`src/rtl/logic_basic_debouncer_pkg.sv`:
```
// Elaboration-time helpers for the debouncer.
package logic_basic_debouncer_pkg;

    // Stability counter width: enough to hold CYCLES-1, never narrower than one bit.
    function automatic int cnt_width(input int cycles);
        return (cycles > 1) ? $clog2(cycles) : 1;
    endfunction

    // The filter window has to be longer than the synchronizer depth, or a
    // channel reset to 1 would see the cleared synchronizer as a real fall.
    function automatic bit params_legal(input int stages, input int cycles);
        return (stages >= 1) && (cycles >= 1) && (cycles > stages);
    endfunction

endpackage

```
`src/rtl/logic_pkg.sv`:
```
// Shared definitions for the basic logic library.
package logic_pkg;

    // Implementation target; lets primitives pick vendor-specific attributes.
    typedef enum logic [1:0] {
        TARGET_GENERIC,
        TARGET_XILINX,
        TARGET_INTEL
    } target_t;

endpackage

```
`src/rtl/logic_basic_debouncer_channel.sv`:
```
// One debounced bit: stability counter, accepted level and edge-event pulses.
module logic_basic_debouncer_channel
    import logic_basic_debouncer_pkg::*;
#(
    parameter int   CYCLES = 16,
    parameter logic INIT   = 1'b0
) (
    input  logic aclk,
    input  logic areset_n,
    input  logic s,
    output logic o,
    output logic rise,
    output logic fall
);
    localparam int               CNT_W    = cnt_width(CYCLES);
    localparam logic [CNT_W-1:0] CNT_LAST = CNT_W'(CYCLES - 1);

    logic [CNT_W-1:0] cnt_q, cnt_d;
    logic             level_q, level_d;
    logic             rise_q, rise_d;
    logic             fall_q, fall_d;

    // Count consecutive disagreeing samples; any agreement restarts from zero,
    // and the final disagreeing sample flips the level and fires one event.
    always_comb begin
        cnt_d   = '0;
        level_d = level_q;
        rise_d  = 1'b0;
        fall_d  = 1'b0;
        if (s != level_q) begin
            if (cnt_q == CNT_LAST) begin
                level_d = s;
                rise_d  = s;
                fall_d  = ~s;
            end else begin
                cnt_d = cnt_q + CNT_W'(1);
            end
        end
    end

    // State registers; reset discards any partial count without an event.
    always_ff @(posedge aclk) begin
        if (!areset_n) begin
            cnt_q   <= '0;
            level_q <= INIT;
            rise_q  <= 1'b0;
            fall_q  <= 1'b0;
        end else begin
            cnt_q   <= cnt_d;
            level_q <= level_d;
            rise_q  <= rise_d;
            fall_q  <= fall_d;
        end
    end

    assign o    = level_q;
    assign rise = rise_q;
    assign fall = fall_q;
endmodule

```
`src/rtl/logic_basic_synchronizer.sv`:
```
// Multi-bit flop-chain synchronizer, cleared to 0 by a synchronous active-low reset.
module logic_basic_synchronizer #(
    parameter logic_pkg::target_t TARGET = logic_pkg::TARGET_GENERIC,
    parameter int                 WIDTH  = 1,
    parameter int                 STAGES = 2
) (
    input  logic             aclk,
    input  logic             areset_n,
    input  logic [WIDTH-1:0] d,
    output logic [WIDTH-1:0] q
);
    generate
        if (TARGET == logic_pkg::TARGET_XILINX) begin : g_xilinx
            (* ASYNC_REG = "TRUE" *) logic [WIDTH-1:0] stage_q [STAGES];

            // Shift the raw input through the chain; stage 0 is the metastable one.
            always_ff @(posedge aclk) begin
                if (!areset_n) begin
                    for (int s = 0; s < STAGES; s++) stage_q[s] <= '0;
                end else begin
                    stage_q[0] <= d;
                    for (int s = 1; s < STAGES; s++) stage_q[s] <= stage_q[s-1];
                end
            end

            assign q = stage_q[STAGES-1];
        end else begin : g_generic
            logic [WIDTH-1:0] stage_q [STAGES];

            // Shift the raw input through the chain; stage 0 is the metastable one.
            always_ff @(posedge aclk) begin
                if (!areset_n) begin
                    for (int s = 0; s < STAGES; s++) stage_q[s] <= '0;
                end else begin
                    stage_q[0] <= d;
                    for (int s = 1; s < STAGES; s++) stage_q[s] <= stage_q[s-1];
                end
            end

            assign q = stage_q[STAGES-1];
        end
    endgenerate
endmodule

```
`src/rtl/logic_basic_debouncer.sv`:
```
// Multi-channel input conditioner: shared synchronizer followed by per-channel filters.
module logic_basic_debouncer
    import logic_pkg::*;
    import logic_basic_debouncer_pkg::*;
#(
    parameter target_t          TARGET = TARGET_GENERIC,
    parameter int               WIDTH  = 1,
    parameter int               STAGES = 2,
    parameter int               CYCLES = 16,
    parameter logic [WIDTH-1:0] INIT   = '0
) (
    input  logic             aclk,
    input  logic             areset_n,
    input  logic [WIDTH-1:0] i,
    output logic [WIDTH-1:0] o,
    output logic [WIDTH-1:0] rise,
    output logic [WIDTH-1:0] fall,
    output logic             changed
);
    generate
        if (!params_legal(STAGES, CYCLES)) begin : g_bad_params
            $error("logic_basic_debouncer: need CYCLES >= 1 and CYCLES > STAGES (CYCLES=%0d STAGES=%0d)",
                   CYCLES, STAGES);
        end
    endgenerate

    logic [WIDTH-1:0] s;

    logic_basic_synchronizer #(
        .TARGET (TARGET),
        .WIDTH  (WIDTH),
        .STAGES (STAGES)
    ) u_sync (
        .aclk     (aclk),
        .areset_n (areset_n),
        .d        (i),
        .q        (s)
    );

    generate
        for (genvar gi = 0; gi < WIDTH; gi++) begin : g_chan
            logic_basic_debouncer_channel #(
                .CYCLES (CYCLES),
                .INIT   (INIT[gi])
            ) u_chan (
                .aclk     (aclk),
                .areset_n (areset_n),
                .s        (s[gi]),
                .o        (o[gi]),
                .rise     (rise[gi]),
                .fall     (fall[gi])
            );
        end
    endgenerate

    // Both operands are registers, so this stays aligned with the pulses.
    assign changed = |(rise | fall);
endmodule

```
`config.mk`:
```
export PLATFORM = sky130hd
export DESIGN_NAME = logic_basic_debouncer
export DESIGN_NICKNAME = d
export VERILOG_FILES = /design/src/rtl/logic_basic_debouncer_pkg.sv /design/src/rtl/logic_pkg.sv /design/src/rtl/logic_basic_debouncer_channel.sv /design/src/rtl/logic_basic_synchronizer.sv /design/src/rtl/logic_basic_debouncer.sv
export SDC_FILE = /design/constraint.sdc
export NUM_CORES = 1
export LEC_CHECK = 0
export CAP_MARGIN = 10
export CELL_PAD_IN_SITES_DETAIL_PLACEMENT = 1
export CELL_PAD_IN_SITES_GLOBAL_PLACEMENT = 1
export CORE_AREA = 5 5 42 44
export CTS_CLUSTER_SIZE = 25
export DETAILED_ROUTE_END_ITERATION = 8
export DIE_AREA = 0 0 47 49
export GPL_ROUTABILITY_DRIVEN = 0
export PLACE_DENSITY_LB_ADDON = 0.12
export SETUP_SLACK_MARGIN = 0.1
export SYNTH_ARGS = -nofsm -noshare
export SYNTH_HDL_FRONTEND = slang
export SYNTH_HIERARCHICAL = 1
export SYNTH_SLANG_ARGS = --single-unit
```
`constraint.sdc`:
```
create_clock -name aclk -period 1.72 [get_ports aclk]
set_input_delay 0.516 -clock aclk [delete_from_list [all_inputs] [get_ports aclk]]
set_output_delay 0.516 -clock aclk [all_outputs]
set_load 0.05 [all_outputs]
```
After elaboration in Yosys (flattened, before gate mapping)
Memory sizes are Yosys's and may differ from the RTL's.
Index checks and enable logic that the tools add are counted.
- latch bits: 0
- register bits after elaboration: 7
- memories kept: 1
- bits in read-only memories: 0
- word-level logic and storage cells: 21
- bits in writable memories: 2
- memories (name ; depth ; width ; read ports ; clocked after memory_dff ; write ports ; line ; RTL):
    u_sync.g_generic.stage_q ; 2 ; 1 ; 2 ; 0 ; 2 ; logic_basic_synchronizer.sv:28 ; logic [WIDTH-1:0] stage_q [STAGES];
- add/sub/neg operators: 1
- multipliers: 0
- multiplexer cells: 4
- eq/ne operators: 2
- $lt $le $gt $ge: 0
- bitwise gates (word level): 6
- divide/modulo/power cells: 0
- reduce and logical (&&, ||, !) cells: 3
- shift-type cells: 0
- operators with widths (operator ; count):
    $add A4 B1 Y4 const B ; 1
    $eq A4 B4 Y1 const B ; 1
    $mux W1 ; 4
    $not A1 Y1 ; 3
    $or A1 B1 Y1 ; 3
    $reduce_and A3 Y1 ; 1
    $reduce_or A3 Y1 ; 1
    $reduce_and A2 Y1 ; 1
    $ne A1 B1 Y1 ; 1

Depth between registers and ports, before layout
Gate-level depths: netlist of run 1.
- depth in word-level cells: 3
- gate-level depth with buffers: 4
- gate-level depth less buffers: 4

By module
Netlist of run 1, hierarchy kept.
- modules (own cells, without submodules) (module ; sequential area each (µm²) ; cells each ; area each (µm²) ; instances):
    logic_basic_debouncer_channel ; 140.1 ; 24 ; 254.0 ; 1
    logic_basic_synchronizer ; 40.0 ; 4 ; 52.6 ; 1
    logic_basic_debouncer ; 0.0 ; 1 ; 6.3 ; 1

Least setup slack after synthesis of run 1
OpenSTA, ideal clock, no wires.
- path kind: reg2out
- from: register g_chan[0].u_chan.fall_q
- to: output port changed
- required time: 1.204 ns
- cell stages (with the launch flop): 2
- arrival: 1.068 ns
- slack: 0.136 ns
- path through: dfxtp_1 > or2_1
- cells in the longest elaborated chain, start to end: 1
- ends and longest elaborated chain (item ; line ; RTL):
    start: declaration ; logic_basic_debouncer_channel.sv:21 ; logic fall_q, fall_d;
    start signal: assignment ; logic_basic_debouncer_channel.sv:52 ; fall_q <= fall_d;
    $or A1 B1 Y1 ; logic_basic_debouncer.sv:57 ; assign changed = |(rise | fall);
    end: declaration ; logic_basic_debouncer.sv:18 ; output logic changed
Every way passes these cells.

Worst setup path in the final report of run 1
Ends and elaborated chain as after synthesis.

==> results of run 1 <==
## layout by cell type (no fill, tap or decap)
| cell type | netlist | final |
|---|---|---|
| nand3_1 | 3 | 3 |
| nand4_1 | 1 | 1 |
| clkbuf_1 | 0 | 1 |
| buf_4 | 0 | 1 |
| clkdlybuf4s50_1 | 0 | 2 |
| nor2b_1 | 1 | 1 |
| and3_2 | 1 | 1 |
| clkbuf_4 | 0 | 3 |
| inv_1 | 1 | 1 |
| and2_1 | 2 | 2 |
| or2_1 | 1 | 1 |
| buf_12 | 0 | 3 |
| xor2_1 | 3 | 3 |
| nor3b_1 | 2 | 2 |
| mux2i_1 | 1 | 1 |
| nor2_1 | 3 | 3 |
| ha_1 | 1 | 1 |
| dfxtp_1 | 9 | 9 |
## per-stage QoR
| step | total power, uW | hold WS [ns] | cells | setup WS (ns) | cell area (sq um) |
|---|---|---|---|---|---|
| 5_1_grt | 409.0 | 0.4653 | 55 | 0.1399 | 446.7 |
| 6_report | 388.8 | 0.4396 | 55 | 0.1887 | 446.7 |
| 3_3_place_gp | 227.4 | 0.4181 | 51 | 0.2211 | 420.4 |
| 3_5_place_dp | 228.1 | 0.4302 | 51 | 0.2073 | 420.4 |
| 2_1_floorplan | 221.2 | 0.4118 | 29 | 0.1358 | 312.8 |
| 4_1_cts | 398.8 | 0.4460 | 55 | 0.1680 | 446.7 |
## routing by layer
metal	vias up	GRT usage, %	wire length [um]
met1	104	5.740	249
met4	0	8.295	36
li1	116	-	-
met5	-	0	0
met2	9	9.050	265
met3	3	2.214	32
## worst register-to-register path: cells and delay by family, from the launching register on
family,cells,cell delay (ns)
adder cells (fa/ha/maj),1,0.24
flip-flops,1,0.32
multiplexers,1,0.19
AND/OR/NAND/NOR,2,0.21
## area by class of cell
cell class / instances / area, sq um
inverters: 1 / 3.754
flip-flops and latches: 9 / 180.2
repair buffers: 6 / 87.58
clock buffers: 4 / 26.28
fillers: 165 / 954.7
multi-input cells: 19 / 128.9
well taps: 16 / 20.02
## cell usage after synthesis
| library cell | instances |
|---|---|
| xor2_1 | 3 |
| nor2_1 | 3 |
| nor2b_1 | 1 |
| nor3b_1 | 2 |
| mux2i_1 | 1 |
| or2_1 | 1 |
| and3_2 | 1 |
| and2_1 | 2 |
| nand3_1 | 3 |
| ha_1 | 1 |
| dfxtp_1 | 9 |
| nand4_1 | 1 |
| inv_1 | 1 |
## path summary, 6_finish.rpt
path | startpoint | to | cells past startpoint
setup / recovery | g_chan[0].u_chan/fall | changed | 2
hold / removal | u_sync/g_generic.stage_q[0][0] | u_sync/g_generic.stage_q[0][1] | 1
setup reg to reg | g_chan[0].u_chan/cnt_q[0] | g_chan[0].u_chan/o | 4
hold reg to reg | u_sync/g_generic.stage_q[0][0] | u_sync/g_generic.stage_q[0][1] | 1
## flip-flops by register name, summed over array words and instances, names as in the netlist
signal,cells
g_chan.u_chan/cnt_q,4
u_sync/g_generic.stage_q,2
g_chan.u_chan/o,1
g_chan.u_chan/rise,1
g_chan.u_chan/fall,1
## where the power goes
part           internal (uW)  switching, uW  total [uW]
Sequential               211           1.74         213
Combinational           6.55           3.64        10.2
Clock                   89.5           76.1         166
## cells by family after synthesis
kind of cell | after synthesis | synth area share (%)
multiplexers | 1 | 3.200
AND/OR/NAND/NOR | 14 | 25.60
buffers and inverters | 1 | 1.199
XOR/XNOR | 3 | 8.402
flip-flops | 9 | 57.60
adder cells (fa/ha/maj) | 1 | 3.999
==> flow_summary.toml, run 1 <==
[route]
vias = 232
wire_per_inst_um = 10.62
wl_um = 584
drt-initial-drc-count = 2
first_pass_iters = 2
detail-route-antenna-nets = 0
viasPerCell = 4.218
drc_errors = 0

[clock_tree]
cts_tree = "done"
root_buffer = "clkbuf_4"
postCtsResizedCells = 0
numCtsBuffers = 3
cts.sinks = 9
clk_latency_ns = 0.26
holdBufCountCts = 0
postCtsSetupBuffers = 0
h-tree-depth = 1
clkTransAtPathRegs_ns = 0.06
cts_max_path_buffers = 2

[setup_path]
path_cells = "or2_1, buf_4"
cpMaxStageDelayCell = "dfxtp_1"
cp-end-kind = "output port"
worstPathMaxFanout = 2
start_kind = "register"
crit_type = "reg -> out"
required_ns = 1.20
arrival_ns = 1.02
slowest_delay_ns = 0.34
reg2reg_setup_slack_ns = 0.66
path_buf_inv = 1
cp_top_family = "flip-flops"

[die]
boundaryPins = 7
die_w_um = 47
core_area_sq_mm = 0.001401
fp.dieArea_sq_mm = 0.002303
start_util_pct = 22.32
rows = 14
die_h_um = 49

[final_layout]
finalNetCount = 44
final_core_util_pct = 31.87
layout-drive-gt1-share_pct = 20.51
area_growth_pct = 42.80
antenna_cells = 0

[yosys]
yosys_warnings = 6
synth.area.top_cells = "dfxtp_1 58%, xor2_1 8.4%, nand3_1 4.8%"
synth-seq-area-share_pct = 57.60
ys_ff_latch = 9
synth_top_area_share_pct = 57.60
syn_area_per_cell_sq_um = 10.79
syn_nets = 33
synthesis.area_sq_um = 312.8
yosysTopAreaCell = "dfxtp_1"
synthCells = 29
ys_types = 13

[sta]
finalCriticalPeriod_ns = 1.531
hold_violations = 0
fmaxAchievable_mhz = 653.0
tns_ns = 0
drv_slew = 0
timing.slew.headroom_pct = 84.61
finalSetupViolCount = 0
tightest_slew_ns = 0.2306
clock_skew_ns = 0.007709
rsz0062_at_grt = "false"
fin_crit_sh_pct = 89.03

[flow_run]
cap_viol_max_count = 0

[pwr]
vdd_drop_max_uv = 300.3
p_leak_uw = 0.0001935
powerDensity_mw_per_mm2 = 870.4

[global_route]
grt_usage_pct = 6.347
grt_pass1_vias = 251
grt_antenna_before_repair = 0
grt_overflow = 0
grt_first_pass_wirelength_um = 959
grt_max_degree = 7

[outcome]
status = "complete, no violations"

[placed_design]
port_buffers = 6
dp_hpwl_um = 452

[hold_path]
hold_class = "reg -> reg"
Note: power is estimated with default switching activity, not from simulation.
==> run 2: changes to the inputs <==
- clock period: 1.72 -> 1.7 ns (I/O delays scaled with it)
==> flow_summary.toml, run 2 (same netlist as run 1, synthesis figures left out) <==
[global_route]
grt_usage_pct = 5.724
grt_pass1_vias = 244
grt_overflow = 0
grt_first_pass_wirelength_um = 876
grt_max_degree = 7
grt_antenna_before_repair = 0

[final_layout]
largest_reg_flops = 4
max_flop_register = "g_chan.u_chan/cnt_q"
instances_no_fill = 55
antenna_cells = 0
layout-drive-gt1-share_pct = 20.51
final_core_util_pct = 31.87
area_growth_pct = 42.80
finalNetCount = 44
final_common_cell = "dfxtp_1"
reg_top3 = "g_chan.u_chan/cnt_q (4), u_sync/g_generic.stage_q (2)"

[clock_tree]
h-tree-depth = 1
postCtsSetupBuffers = 0
clkTransAtPathRegs_ns = 0.06
cts_tree = "done"
postCtsResizedCells = 0
numCtsBuffers = 3
root_buffer = "clkbuf_4"
cts_max_path_buffers = 2
cts.sinks = 9
holdBufCountCts = 0
clk_latency_ns = 0.26

[setup_path]
start_kind = "register"
required_ns = 1.19
cp-end-kind = "output port"
worstPathMaxFanout = 2
arrival_ns = 1.00
crit_type = "reg -> out"

[pwr]
comb_power_share_pct = 2.7
clkPwrFrac_pct = 41.6
p_sw_share_pct = 19.68
powerDensity_mw_per_mm2 = 865.9
seq_power_share_pct = 55.8
power_switching_uw = 76.10
p_int_uw = 310.7
p_leak_uw = 0.0001935
vdd_drop_max_uv = 293.7

[sta]
hold_violations = 0
clock_skew_ns = 0.006135
fmaxAchievable_mhz = 663.1
drv_slew = 0
tightest_slew_ns = 0.2310
finalCriticalPeriod_ns = 1.508
finalSetupViolCount = 0
timing.slew.headroom_pct = 84.58
rsz0062_at_grt = "false"
hold-worst-slack_ns = 0.4361
tns_ns = 0
fin_crit_sh_pct = 88.72

[placed_design]
place_inst = 51
port_buffers = 6
dp_hpwl_um = 434.3

[route]
wire_per_inst_um = 10.09
viasPerCell = 4.164
drt-initial-drc-count = 0
wl_um = 555
vias = 229
drc_errors = 0
first_pass_iters = 1
detail-route-antenna-nets = 0

[hold_path]
hold_class = "reg -> reg"

[die]
boundaryPins = 7
rows = 14
core_area_sq_mm = 0.001401
die_w_um = 47
die_h_um = 49
fp.dieArea_sq_mm = 0.002303
start_util_pct = 22.32

[outcome]
status = "complete, no violations"

[flow_run]
cap_viol_max_count = 0
## run 2: worst paths after layout
kind	startpoint	endpoint	slack [ns]	depth (start not counted)
hold / removal	u_sync/g_generic.stage_q[0][0]	u_sync/g_generic.stage_q[0][1]	0.44	1
setup / recovery	g_chan[0].u_chan/fall	changed	0.19	2
setup reg to reg	g_chan[0].u_chan/cnt_q[0]	g_chan[0].u_chan/o	0.64	4
hold reg to reg	u_sync/g_generic.stage_q[0][0]	u_sync/g_generic.stage_q[0][1]	0.44	1
## run 2: per-stage QoR
stage | setup slack, ns | total power, uW | cell area, sq um
after CTS | 0.1723 | 399.5 | 446.7
final | 0.1918 | 386.8 | 446.7
after detailed placement | 0.1556 | 230.9 | 420.4
after floorplan | 0.1218 | 223.8 | 312.8
after global placement | 0.2101 | 230.2 | 420.4
after global routing | 0.1480 | 405.5 | 446.7
## run 2: metal layers
| metal | vias to the layer above | routed length, um | GRT usage [%] |
|---|---|---|---|
| li1 | 115 | - | - |
| met4 | 0 | 0 | 6.912 |
| met2 | 6 | 294 | 8.824 |
| met3 | 0 | 35 | 2.214 |
| met1 | 108 | 225 | 4.667 |
| met5 | - | 0 | 0 |
## run 2: cell type report
cell class,count,area [sq um]
Sequential cell,9,180.2
Tap cell,16,20.02
Inverter,1,3.754
Timing Repair Buffer,6,87.58
Multi-Input combinational cell,19,128.9
Clock buffer,4,26.28
Fill cell,161,954.7
## run 2: critical path, cell delays in order, from the launching register on
cell	delay, ns
dfxtp_1	0.33
or2_1	0.22
buf_4	0.19
## run 2: power by group through the flow
stage               Sequential (uW)  Clock [uW]  Combinational (uW)
floorplan                       220           0                3.91
global placement                220           0                10.0
detailed placement              220           0                10.5
CTS                             216         173                10.6
global route                    216         178                11.3
finish                          216         161                10.3
